--- src/rtl/tlb_op_ctrl.sv ---
// TLB maintenance sequencer: turns TLBR/TLBWI/TLBWR/TLBP requests into timed
// accesses on the MMU maintenance port and owns the Random and Wired registers.

package tlb_op_ctrl_pkg;

  typedef struct packed {
    logic [31:0] entry_hi;
    logic [31:0] page_mask;
    logic [31:0] entry_lo0;
    logic [31:0] entry_lo1;
  } tlb_entry_t;

  typedef enum logic [1:0] {
    OP_TLBR  = 2'b00,
    OP_TLBWI = 2'b01,
    OP_TLBWR = 2'b10,
    OP_TLBP  = 2'b11
  } tlb_op_t;

endpackage

module tlb_op_ctrl
  import tlb_op_ctrl_pkg::*;
#(
  parameter int TLB_ENTRIES = 16,
  parameter int IDX_W       = $clog2(TLB_ENTRIES)
) (
  input  logic             clk,
  input  logic             reset,
  input  logic             op_valid,
  input  logic [1:0]       op_type,
  output logic             op_ready,
  input  logic             flush,
  input  logic [IDX_W-1:0] cp0_index,
  input  logic [31:0]      cp0_entry_hi,
  input  tlb_entry_t       cp0_wdata,
  input  logic             wired_we,
  input  logic [IDX_W-1:0] wired_wdata,
  output logic [IDX_W-1:0] wired,
  output logic [IDX_W-1:0] random,
  output logic             done,
  output logic             rd_valid,
  output tlb_entry_t       rd_entry,
  output logic             probe_valid,
  output logic [31:0]      probe_index,
  output logic [IDX_W-1:0] tlbrw_index,
  output logic             tlbrw_we,
  output tlb_entry_t       tlbrw_wdata,
  input  tlb_entry_t       tlbrw_rdata,
  output logic [31:0]      tlbp_entry_hi,
  input  logic [31:0]      tlbp_index
);

  localparam logic [IDX_W-1:0] MAX_IDX = IDX_W'(TLB_ENTRIES - 1);

  typedef enum logic [2:0] {
    S_IDLE,
    S_READ,
    S_WRITE,
    S_PROBE,
    S_RESP
  } state_t;

  state_t           state_q, state_d;
  tlb_op_t          op_q, op_d;
  logic [IDX_W-1:0] idx_q, idx_d;
  logic [31:0]      ehi_q, ehi_d;
  tlb_entry_t       wdata_q, wdata_d;
  tlb_entry_t       rd_entry_q, rd_entry_d;
  logic [31:0]      probe_index_q, probe_index_d;
  logic [IDX_W-1:0] random_q, random_d;
  logic [IDX_W-1:0] wired_q, wired_d;

  // Random wraps to the top whenever it reaches Wired (or zero), so it never
  // hands out a wired entry.
  always_comb begin
    random_d = random_q;
    wired_d  = wired_q;
    if (wired_we) begin
      random_d = MAX_IDX;
      wired_d  = wired_wdata;
    end else if (random_q == wired_q || random_q == '0) begin
      random_d = MAX_IDX;
    end else begin
      random_d = random_q - IDX_W'(1);
    end
  end

  always_comb begin
    state_d       = state_q;
    op_d          = op_q;
    idx_d         = idx_q;
    ehi_d         = ehi_q;
    wdata_d       = wdata_q;
    rd_entry_d    = rd_entry_q;
    probe_index_d = probe_index_q;
    case (state_q)
      S_IDLE: begin
        if (op_valid) begin
          op_d    = tlb_op_t'(op_type);
          idx_d   = (tlb_op_t'(op_type) == OP_TLBWR) ? random_q : cp0_index;
          ehi_d   = cp0_entry_hi;
          wdata_d = cp0_wdata;
          case (tlb_op_t'(op_type))
            OP_TLBR:  state_d = S_READ;
            OP_TLBP:  state_d = S_PROBE;
            default:  state_d = S_WRITE;
          endcase
        end
      end
      S_READ: begin
        if (flush) begin
          state_d = S_IDLE;
        end else begin
          rd_entry_d = tlbrw_rdata;
          state_d    = S_RESP;
        end
      end
      S_WRITE: state_d = S_RESP;
      S_PROBE: begin
        if (flush) begin
          state_d = S_IDLE;
        end else begin
          probe_index_d = tlbp_index;
          state_d       = S_RESP;
        end
      end
      S_RESP:  state_d = S_IDLE;
      default: state_d = S_IDLE;
    endcase
  end

  always_ff @(posedge clk or negedge reset) begin
    if (!reset) begin
      state_q       <= S_IDLE;
      op_q          <= OP_TLBR;
      idx_q         <= '0;
      ehi_q         <= '0;
      wdata_q       <= '0;
      rd_entry_q    <= '0;
      probe_index_q <= '0;
      random_q      <= MAX_IDX;
      wired_q       <= '0;
    end else begin
      state_q       <= state_d;
      op_q          <= op_d;
      idx_q         <= idx_d;
      ehi_q         <= ehi_d;
      wdata_q       <= wdata_d;
      rd_entry_q    <= rd_entry_d;
      probe_index_q <= probe_index_d;
      random_q      <= random_d;
      wired_q       <= wired_d;
    end
  end

  // Every output is a flop or a pure decode of state, so reset clears them at once.
  assign op_ready      = (state_q == S_IDLE);
  assign tlbrw_we      = (state_q == S_WRITE);
  assign done          = (state_q == S_RESP);
  assign rd_valid      = done && (op_q == OP_TLBR);
  assign probe_valid   = done && (op_q == OP_TLBP);
  assign rd_entry      = rd_entry_q;
  assign probe_index   = probe_index_q;
  assign tlbrw_index   = idx_q;
  assign tlbrw_wdata   = wdata_q;
  assign tlbp_entry_hi = ehi_q;
  assign random        = random_q;
  assign wired         = wired_q;

endmodule
--- config.mk ---
export PLATFORM = sky130hd
export DESIGN_NAME = tlb_op_ctrl
export DESIGN_NICKNAME = d
export VERILOG_FILES = /design/src/rtl/tlb_op_ctrl.sv
export SDC_FILE = /design/constraint.sdc
export NUM_CORES = 1
export LEC_CHECK = 0
export CAP_MARGIN = 20
export CORE_AREA = 2 2 260 262
export DETAILED_ROUTE_END_ITERATION = 6
export DIE_AREA = 0 0 262 264
export DONT_BUFFER_PORTS = 1
export GPL_TIMING_DRIVEN = 0
export PLACE_DENSITY = 0.36
export SETUP_SLACK_MARGIN = 0.5
export SLEW_MARGIN = 10
export SYNTH_ARGS = -nofsm -noshare
export SYNTH_HDL_FRONTEND = slang
export SYNTH_SLANG_ARGS = --single-unit
--- constraint.sdc ---
create_clock -name clk -period 4.47 [get_ports clk]
set_clock_uncertainty 0.05 [all_clocks]
set_input_delay 0.894 -clock clk [delete_from_list [all_inputs] [get_ports clk]]
set_output_delay 0.894 -clock clk [all_outputs]
set_load 0.005 [all_outputs]
* After elaboration in Yosys (flattened, before gate mapping) *
Cells that the tools add are included.

storage, ports and cells
  output and inout bits = 337
  bits in writable memories = 0
  bits in registers = 337
  latch bits = 0
  ROM bits = 0
  input port bits = 335
  memories = 0
  logic and storage cells = 44

operators by class
  mux-type cells = 7
  divide/modulo/power cells = 0
  multiply operators = 0
  shifts and indexed selects = 0
  add/subtract/negate cells = 1
  equality and inequality tests = 9
  reductions and logical operators = 11
  magnitude comparators = 0
  bitwise gates (word level) = 1

operator list
  cell                   number
  $mux W4                3
  $pmux W3 S3            1
  $eq A2 B2 Y1 const B   3
  $eq A3 B2 Y1 const B   2
  $mux W3                2
  $reduce_and A2 Y1      3
  $eq A4 B4 Y1           1
  $logic_not A2 Y1       2
  $logic_not A4 Y1       1
  $pmux W2 S2            1
  $sub A4 B1 Y4 const B  1
  $eq A3 B1 Y1 const B   1
  $eq A3 B3 Y1 const B   1
  $logic_not A3 Y1       1
  $logic_and A1 B1 Y1    2
  $ne A2 B2 Y1 const B   1
  $reduce_or A2 Y1       1
  $logic_or A1 B1 Y1     1
  $not A1 Y1             1

* Logic depth before layout (Yosys ltp) *
  depth after elaboration = 4
  mapped depth = 6
  mapped depth without buffers = 4

* Worst setup path after synthesis *
OpenSTA, ideal clock, no wires.

  kind = input -> register
  start = in op_valid
  end = reg ehi_q[5], in the netlist tlbp_entry_hi[5]
  data required time = 4.293 ns
  setup time = 0.127 ns
  data arrival time = 1.841 ns
  stages on the path = 5
  path buffers = 3
  slack = 2.452 ns
  cell sequence = nor4b_2 > buf_2 > buf_8 > buf_4 > mux2_1

on the way
  longest elaborated chain between the ends = 1

ends and longest elaborated chain
  item                         RTL line  source
  start: declaration           30        input logic op_valid,
  $reduce_and A2 Y1 (no line)  n/a
  end signal: assignment       148       ehi_q <= ehi_d;
  end: declaration             67        logic [31:0] ehi_q, ehi_d;

No other way between the ends.
A chain may end at the register's enable or synchronous reset.

* Worst setup path after layout *
  start = reg state_q[0]
  end = out rd_valid

on the way
  longest elaborated chain between the ends = 2

ends and longest elaborated chain
  item                      RTL line  source
  start: declaration        64        state_t state_q, state_d;
  start signal: assignment  145       state_q <= state_d;
  $eq A3 B3 Y1              160       assign done = (state_q == S_RESP);
  named net done            41        output logic done,
  $logic_and A1 B1 Y1       161       assign rd_valid = done && (op_q == OP_TLBR);
  end: declaration          42        output logic rd_valid,

The timed path passes the listed nets, and every way through them passes these cells.

==> flow_summary.toml <==
[floorplanning]
initial_core_util_pct = 19.2
std_cell_rows = 95
die_y_um = 264
fp.coreArea_sq_mm = 0.0666
num_io_pins = 672
dieArea_sq_mm = 0.0692
die_x_um = 262

[setup_path]
critPathArrivalTime_ns = 1.85
r2r_start = "state_q[1]$_DFFE_PN0P_"
crit_start = "state_q[0]$_DFFE_PN0P_"
critPathRequiredTime_ns = 3.53
path_class = "reg -> out"
endpoint_kind = "output port"
startpoint_type = "flop"
r2r_slack_ns = 2.39
r2r_cells = 4
reg2reg_to = "rd_entry[50]$_DFFE_PN0P_"
critical_path.endpoint = "rd_valid"
crit_fanout = 7

[sta]
holdWs_ns = 0.0632
max-slew-margin-rel_pct = 53.1
max_slew.worst_pin.slew_ns = 0.703
rsz0062_at_grt = "no"
setup_viol = 0
maxSlewViolCount = 0
clock.fmax_ghz = 0.357
fin_crit_sh_pct = 62.6
setup_tns_ns = 0
hold_violations = 0
post-route-min-period_ns = 2.80

[synth]
yosys.cell_types.count = 26
yosys_warnings = 0
avgSynthCellArea_sq_um = 17.1
yosysSeqAreaShare_pct = 66.1
synthCells = 747
yosys-top-cells-area = "dfrtp_1 (65%), mux2_2 (20%), mux2_1 (8.3%)"
synth_seq_cells = 337
syn-num-nets = 1085
synth.most_common_cell = "dfrtp_1"
synth.top_cell.area_share_pct = 65.2
netlist_area_sq_mm = 0.0128
yosysTopAreaCell = "dfrtp_1"
synth_commonest_cells = "dfrtp_1 (333), mux2_2 (232), mux2_1 (94)"
synth_edf_count = 0
async_flop_share_pct = 100
dominantRegCellSynth = "dfrtp_1"

[clock_network]
cts_sinks = 337
cts_tree = "yes"
cts_setup_buffers = 0
clkLatencyLatePin_ns = 0.53
cts-root-buf = "clkbuf_16"
cts_inserted_buffers = 39
cts_resized = 0
cts_buffer_depth = 3
path_clk_slew_ns = 0.05
htree_levels = 2

[power]
p_leak_nw = 6.29
ir_drop_v = 0.000312
p_per_area_mw_per_mm2 = 710
total_power_mw = 10.8

[global_route]
groute.usage.overall_pct = 10.2
grt_max_degree = 338
use_met1_pct = 9.71
use_met3_pct = 4.27
met2_usage_pct = 19.3
grt_pass1_vias = 7155
grt_pass1_wl_um = 51900
grt.busiest_layer = "met2"
overflow = 0
antenna_found_initial = 11

[final_layout]
stdcell_area_sq_mm = 0.0152
drive_above_1_share_pct = 40.8
final_nets = 1128
final_util_pct = 22.8
areaGrowthSynthToFinish_pct = 18.6

[detailed_routing]
drt_wl_total_um = 38100
drtIter0Drc = 255
vias = 6508
ant_nets = 0
vias_per_cell = 3.84
drc_errors = 0
first_pass_iters = 4
wl_per_cell_um = 22.5

[run]
cap_violations = 0

[placed_design]
gp_congestion = 0.768
portBuffers = 0
placed_area_sq_mm = 0.0139
post-dp-hpwl_um = 28900

[worst_hold_path]
hp-class = "in -> async"

[run_status]
status = "complete, no violations"
[state kept, by name, indices dropped and copies added (netlist names)]
signal / count
random: 4
tlbrw_index: 4
rd_entry: 128
wired: 4
tlbp_entry_hi: 32
state_q: 3
op_q: 2
probe_index: 32
tlbrw_wdata: 128
[cells by family (layout without fill, tap and decap cells)]
| logic type | Yosys count | in the layout | synth area share [%] |
|---|---|---|---|
| AOI/OAI and AO/OA | 6 | 6 | 0.284 |
| xor gates and xnor gates | 6 | 6 | 0.411 |
| muxes | 330 | 330 | 29.1 |
| other | 0 | 4 | 0 |
| DFF | 337 | 337 | 66.1 |
| and+or+nand+nor | 23 | 23 | 1.07 |
| adders and majority gates | 3 | 3 | 0.294 |
| buffers and inverters | 42 | 111 | 2.81 |
[cell type report]
type                            count  area (sq um)
Multi-Input combinational cell    368          3970
Timing Repair Buffer                2          55.1
Antenna cell                        4          10.0
Tap cell                          873          1090
Buffer                             38           344
Clock inverter                     11          90.1
Sequential cell                   337          8440
Clock buffer                       56          1130
Fill cell                        7007         51400
Inverter                            4          15.0
[routing by layer]
layer | vias to the layer above | wire [um]
met5 | - | 0
met4 | 0 | 1040
met3 | 70 | 4220
met2 | 396 | 20700
met1 | 3301 | 12100
li1 | 2741 | -
[power breakdown]
part | total (mW) | switching (mW) | leakage, nW | internal (mW)
logic | 1.82 | 0.653 | 1.66 | 1.17
clock network | 3.06 | 1.25 | 0.603 | 1.81
registers | 5.87 | 1.35 | 4.03 | 4.52
[cell usage in the layout (no fill, tap or decap), drive strengths merged]
master,n
nor3,2
and3,1
nor4b,2
mux2,326
diode,4
clkinvlp,1
nand2,3
clkbuf,57
nor3b,2
clkinv,9
inv,4
and2,1
nor2,8
dfstp,4
xnor2,6
buf,39
and4bb,1
dfrtp,333
a21oi,4
nand3,3
bufinv,1
ha,3
a211oi,1
mux2i,4
a41oi,1
[worst min path at each step]
stage	startpoint	endpoint	cells past startpoint
after detailed placement	tlbrw_wdata[74]$_DFFE_PN0P_	tlbrw_wdata[74]$_DFFE_PN0P_	1
after CTS	reset	tlbrw_wdata[91]$_DFFE_PN0P_	0
final	reset	tlbrw_wdata[113]$_DFFE_PN0P_	0
after global placement	tlbrw_wdata[85]$_DFFE_PN0P_	tlbrw_wdata[85]$_DFFE_PN0P_	1
after floorplan	random[0]$_DFF_PN1_	random[0]$_DFF_PN1_	1
after global routing	reset	tlbrw_wdata[113]$_DFFE_PN0P_	0
[critical path: stages (launching register included)]
cell and delay (ns):
dfrtp_1 0.45, nor2_1 0.16, and2_1 0.32, nor3b_1 0.40
[per-stage QoR]
stage	std cells	worst slack [ns]
after floorplan	747	2.45
after global placement	1620	1.81
after detailed placement	1620	1.80
after CTS	1687	1.57
after global routing	1692	1.51
final	1693	1.67
Power figures use the tool's default switching activity.
